<file path="src/rtl/config_chain_loader.sv">
// config_chain_loader: initiator end of the serial configuration chain.
// Takes parallel words, shifts them MSB-first onto the chain head for exactly
// CHAIN_LENGTH bits, and gathers the bits ejected at the chain tail into
// readback words in the same format as the input words.
//
// Handshake: a word transfers on a rising edge where word_valid and word_ready
// are both high; word_ready depends only on loader state, never on
// word_valid, and word_valid outside WAIT_WORD is ignored.
module config_chain_loader #(
    parameter int CHAIN_LENGTH = 64,
    parameter int WORD_WIDTH   = 8
) (
    input  logic                  config_clock,
    input  logic                  config_nreset,
    input  logic                  start,
    output logic                  busy,
    output logic                  done,
    input  logic [WORD_WIDTH-1:0] word_data,
    input  logic                  word_valid,
    output logic                  word_ready,
    output logic                  chain_data,
    output logic                  chain_enable,
    input  logic                  chain_return,
    output logic [WORD_WIDTH-1:0] readback_data,
    output logic                  readback_valid,
    output logic [1:0]            state_dbg
);

    localparam int CBW = $clog2(CHAIN_LENGTH + 1);
    localparam int WBW = $clog2(WORD_WIDTH);
    localparam logic [CBW-1:0] CB_LAST = CBW'(CHAIN_LENGTH - 1);
    localparam logic [WBW-1:0] WB_LAST = WBW'(WORD_WIDTH - 1);

    typedef enum logic [1:0] {
        IDLE      = 2'd0,
        WAIT_WORD = 2'd1,
        SHIFT     = 2'd2,
        DONE      = 2'd3
    } state_t;

    state_t                state;
    state_t                state_next;
    logic [CBW-1:0]        bit_cnt;
    logic [WBW-1:0]        word_bit;
    logic [WORD_WIDTH-1:0] sreg;
    logic [WORD_WIDTH-1:0] rb_acc;
    logic [WORD_WIDTH-1:0] rb_next;
    logic                  accept;
    logic                  chain_last;
    logic                  word_last;

    // All outputs are decoded from registers only.
    assign busy         = (state != IDLE);
    assign done         = (state == DONE);
    assign word_ready   = (state == WAIT_WORD);
    assign chain_enable = (state == SHIFT);
    assign chain_data   = (state == SHIFT) & sreg[WORD_WIDTH-1];
    assign state_dbg    = state;

    // Returned bit lands at its position in the word, first arrival at the MSB,
    // so a partial last word is top-aligned with zeros below.
    assign rb_next = rb_acc
                   | ({{(WORD_WIDTH-1){1'b0}}, chain_return} << (WB_LAST - word_bit));

    // State register.
    always_ff @(posedge config_clock) begin
        if (!config_nreset) begin
            state <= IDLE;
        end else begin
            state <= state_next;
        end
    end

    // Next-state decode plus the word/chain boundary flags used by the datapath.
    always_comb begin
        state_next = state;
        accept     = 1'b0;
        chain_last = 1'b0;
        word_last  = 1'b0;
        case (state)
            IDLE: begin
                if (start) state_next = WAIT_WORD;
            end
            WAIT_WORD: begin
                if (word_valid) begin
                    accept     = 1'b1;
                    state_next = SHIFT;
                end
            end
            SHIFT: begin
                chain_last = (bit_cnt == CB_LAST);
                word_last  = (word_bit == WB_LAST);
                if (chain_last) begin
                    state_next = DONE;
                end else if (word_last) begin
                    state_next = WAIT_WORD;
                end
            end
            DONE: begin
                state_next = IDLE;
            end
            default: begin
                state_next = IDLE;
            end
        endcase
    end

    // Shift register, counters and readback capture.
    always_ff @(posedge config_clock) begin
        if (!config_nreset) begin
            bit_cnt        <= '0;
            word_bit       <= '0;
            sreg           <= '0;
            rb_acc         <= '0;
            readback_data  <= '0;
            readback_valid <= 1'b0;
        end else begin
            readback_valid <= 1'b0;
            if ((state == IDLE) && start) begin
                bit_cnt  <= '0;
                word_bit <= '0;
            end
            if (accept) begin
                sreg   <= word_data;
                rb_acc <= '0;
            end
            if (state == SHIFT) begin
                sreg     <= {sreg[WORD_WIDTH-2:0], 1'b0};
                rb_acc   <= rb_next;
                bit_cnt  <= bit_cnt + 1'b1;
                word_bit <= word_last ? '0 : word_bit + 1'b1;
                // Partial last word: remaining sreg bits are simply dropped.
                if (chain_last || word_last) begin
                    readback_data  <= rb_next;
                    readback_valid <= 1'b1;
                end
            end
        end
    end

endmodule
</file>
<file path="config.mk">
export PLATFORM = sky130hd
export DESIGN_NAME = config_chain_loader
export DESIGN_NICKNAME = d
export VERILOG_FILES = /design/src/rtl/config_chain_loader.sv
export SDC_FILE = /design/constraint.sdc
export NUM_CORES = 1
export LEC_CHECK = 0
export BUFFER_PORTS_ARGS = -buffer_cell sky130_fd_sc_hd__buf_2
export CAP_MARGIN = 20
export CORE_ASPECT_RATIO = 0.8
export CORE_MARGIN = 2
export CORE_UTILIZATION = 45
export DETAILED_ROUTE_END_ITERATION = 12
export PLACE_DENSITY = 0.8
export SYNTH_ARGS = -nofsm -noshare
export SYNTH_HDL_FRONTEND = slang
export SYNTH_SLANG_ARGS = --single-unit
</file>
<file path="constraint.sdc">
create_clock -name config_clock -period 1.4 [get_ports config_clock]
set_input_delay 0.28 -clock config_clock [delete_from_list [all_inputs] [get_ports config_clock]]
set_output_delay 0.28 -clock config_clock [all_outputs]
set_load 0.01 [all_outputs]
</file>
==> results.md <==
Run status:
- The run finished, with violations left.
- The final reports fail on negative setup slack.

Timing:
- Headroom to the max-slew limit came out at 0.761.
- The count of endpoints failing hold in the final timing report is 0.
- The slew at the pin closest to its max-slew limit is 358 ps.
- The smallest setup slack after layout is -6.64 ps.
- Hold timing on the final database bottoms out at a slack of 238 ps.
- The routed design could run at a clock period as short as 1410 ps.
- After routing, the total negative slack on setup checks comes to -6.64 ps.
- Setup repair after global routing could not meet its margin everywhere.
- The total count of max-transition violations in the final report came to 0.
- The clock arrives with 5.51 ps of skew.
- Setup violations remaining at the end of the flow were counted as 1.
- The part of the cycle the worst path needs is 1.00.
- The maximum frequency from static timing analysis is 711 MHz.

Routing:
- After detailed routing, the average wire length per cell comes to 14.0 µm.
- The number of antenna-violating nets in the routed design is 0.
- Using the TritonRoute via totals, the vias-per-cell ratio works out to 5.49.
- The iteration count of the initial detailed-routing pass is 4.
- The count of unresolved DRC violations after routing is 0.
- The total wire length after detailed routing is 3810 µm.
- After the first detailed-routing iteration, the DRC count stood at 104.
- The routed via count is 1500.

Die:
- The initial standard-cell utilization of the core is 0.477.
- Pin placement for this block handled 29 I/O pins.
- Measured along the x axis, the die boundary spans 72.0 µm.
- The placeable core region is 3490 µm².
- The die covers 4210 µm².
- In this run the vertical extent of the chip is 58.4 µm.
- The floorplan has 19 rows.

Placement:
- The placement-stage worst setup slack is -195 ps.
- The HPWL after detailed placement is 2510 µm.
- During placement, the flow inserted port buffers numbering 28.
- Routability-driven placement finished with a final weighted congestion of 0.778.
- Counting tap cells, the placed design contains a total of 259 instances.

Synth:
- The mapped netlist covers 1670 µm².
- The Yosys warning count is 0.
- The synthesized design spends more area on one cell type than any other, namely sky130_fd_sc_hd__dfxtp_1.
- The post-synthesis net count is 201.
- Synthesis produced 185 cells.
- The part of the Yosys area used for sequential elements is 0.444.
- The share of the synthesized area in the top cell type is 0.444.
- By area the synthesized netlist is led by sky130_fd_sc_hd__dfxtp_1, sky130_fd_sc_hd__a21oi_1, sky130_fd_sc_hd__mux2i_1.
- The synthesized netlist contains 37 unique library cells.
- The register bit total from synthesis is 37.
- The mean cell area of the mapped netlist is 9.01 µm².

Min path:
- The worst hold-check path type is input port to register.

Cells and area:
- The proportion of layout cells with a drive suffix above 1 is 0.333.
- The filler cell count in the final layout is 289.
- The count of inserted antenna diode cells is 0.
- In the final layout, the multi-input gates occupy 905 µm².
- The commonest non-fill, non-tap cell in the layout is sky130_fd_sc_hd__dfxtp_1.
- The area growth from synthesis to layout is 28.6%.
- In the layout the commonest cells are sky130_fd_sc_hd__dfxtp_1, sky130_fd_sc_hd__buf_2, sky130_fd_sc_hd__a21oi_1.
- The post-layout net count is 246.
- The finished layout holds 273 standard cells, fillers aside.
- The area taken by flip-flops and latches is 749 µm².

Pwr:
- Across the VDD grid, the largest voltage drop is 0.951 mV.
- For this design the static power due to leakage is 0.956 nW.
- The total power consumption of the routed design is 0.00204 W.
- The power per standard cell area is 952 nW/µm².

Setup path:
- The worst path required time is 1120 ps.
- For the worst setup path, the data arrival time is 1130 ps.
- Of all nets on the critical path, the largest fanout is 4.
- The worst setup path is launched from a register.
- The path type of the worst setup path is register to output port.
- STA classifies the critical path endpoint as an output port.

Clock network:
- The TritonCTS clock tree is yes.
- For the worst-skew pair, the clock arrives at the later sink with an insertion delay of 290 ps.
- The total clock sinks is 37.
- In this run, CTS created clock tree buffers numbering 5.
- The hold-fix buffer count after cts is 0.
- Clock tree synthesis selected as its root buffer the cell sky130_fd_sc_hd__clkbuf_8.
- In this run the deepest clock path goes through 2 buffers.
- After clock tree synthesis, the clock-pin slew on the worst setup and hold paths is 70 ps.
- The maximum level of the CTS H-tree is 2.

Job:
- Across the run, the number of max-cap violations was 0.

Global routing:
- The via count of the first global-routing pass is 1323.
- The wire length of the first global-routing pass is 6220 µm.
- The residual overflow from global routing is 0.
- Across every metal layer, demand over resource in global routing totals 0.193.
- The pin count of the biggest net entering global routing is 22.
- The number of antenna violations at the first check in global routing came to 0.
[routing by layer]
| layer | GRT usage | share of wire |
|---|---|---|
| met5 | 0 | 0 |
| met4 | 0.0809 | 0.013 |
| met3 | 0.0411 | 0.059 |
| met2 | 0.279 | 0.44 |
| met1 | 0.278 | 0.49 |
[metrics by stage]
step / area [µm²] / utilization
global route: 2140 / 0.613
global placement: 1930 / 0.551
floorplan: 1670 / -
finish: 2140 / 0.613
detailed placement: 1930 / 0.551
CTS: 2080 / 0.596
[timing repair]
item,CTS,global route
endpoints found under the setup margin,14,15
resized for setup,12,14
setup buffers,4,2
pin swaps,1,3
[where the power goes]
group / switching (W) / total [W] / internal (W)
combinational: 0.000128 / 0.000251 / 0.000123
clock: 0.000359 / 0.000703 / 0.000345
sequential: 0.0000152 / 0.00109 / 0.00107
[cells by family after synthesis]
| kind of cell | after synthesis | share of synthesized area |
|---|---|---|
| simple gates | 70 | 0.247 |
| compound gates | 49 | 0.182 |
| flops | 37 | 0.444 |
| buf+inv | 16 | 0.0435 |
| mux | 10 | 0.0601 |
| fa+ha+maj | 3 | 0.0225 |
[sequential cells by signal, indices dropped and copies added, names as in the netlist]
register        flops
state_dbg           2
rb_acc              8
readback_data       8
bit_cnt             7
readback_valid      1
word_bit            3
sreg                8
[critical path, stage by stage (launching register included)]
cell and delay [ps]:
sky130_fd_sc_hd__dfxtp_4 370, sky130_fd_sc_hd__buf_6 120, sky130_fd_sc_hd__buf_6 110, sky130_fd_sc_hd__and2_1 120
sky130_fd_sc_hd__buf_2 130
[cell usage after synthesis (all sizes together)]
cell type / count
a211o: 1
a21oi: 20
a22oi: 10
a31oi: 3
a41o: 1
and2: 2
and3b: 1
and4b: 4
and4bb: 1
buf: 4
clkbuf: 9
dfxtp: 37
ha: 3
inv: 3
mux2i: 10
nand2: 15
nand2b: 1
nand3: 10
nand3b: 2
nand4: 1
nor2: 17
nor2b: 4
nor3b: 2
nor4b: 1
nor4bb: 3
o211ai: 4
o21ai: 8
o21bai: 1
o32a: 1
or2: 1
or3: 3
or3b: 1
or4: 1
[path summary, 6_finish.rpt]
path | from | slack (ps) | cells after the start | endpoint
hold reg to reg | readback_data[0] | 460 | 2 | readback_data[0]
setup reg to reg | state_dbg[0] | 20 | 5 | state_dbg[1]
setup / recovery | state_dbg[1] | -7 | 4 | done
hold / removal | word_data[0] | 240 | 3 | sreg[0]
[layout make-up]
cell class,count,share of cell area
clock buffers,6,0.0339
clock inverters,2,0.00467
inverters,3,0.00642
multi-input cells,132,0.422
flip-flops and latches,37,0.350
well taps,42,0.0245
repair buffers,51,0.159
(Power assumes the default switching activity.)
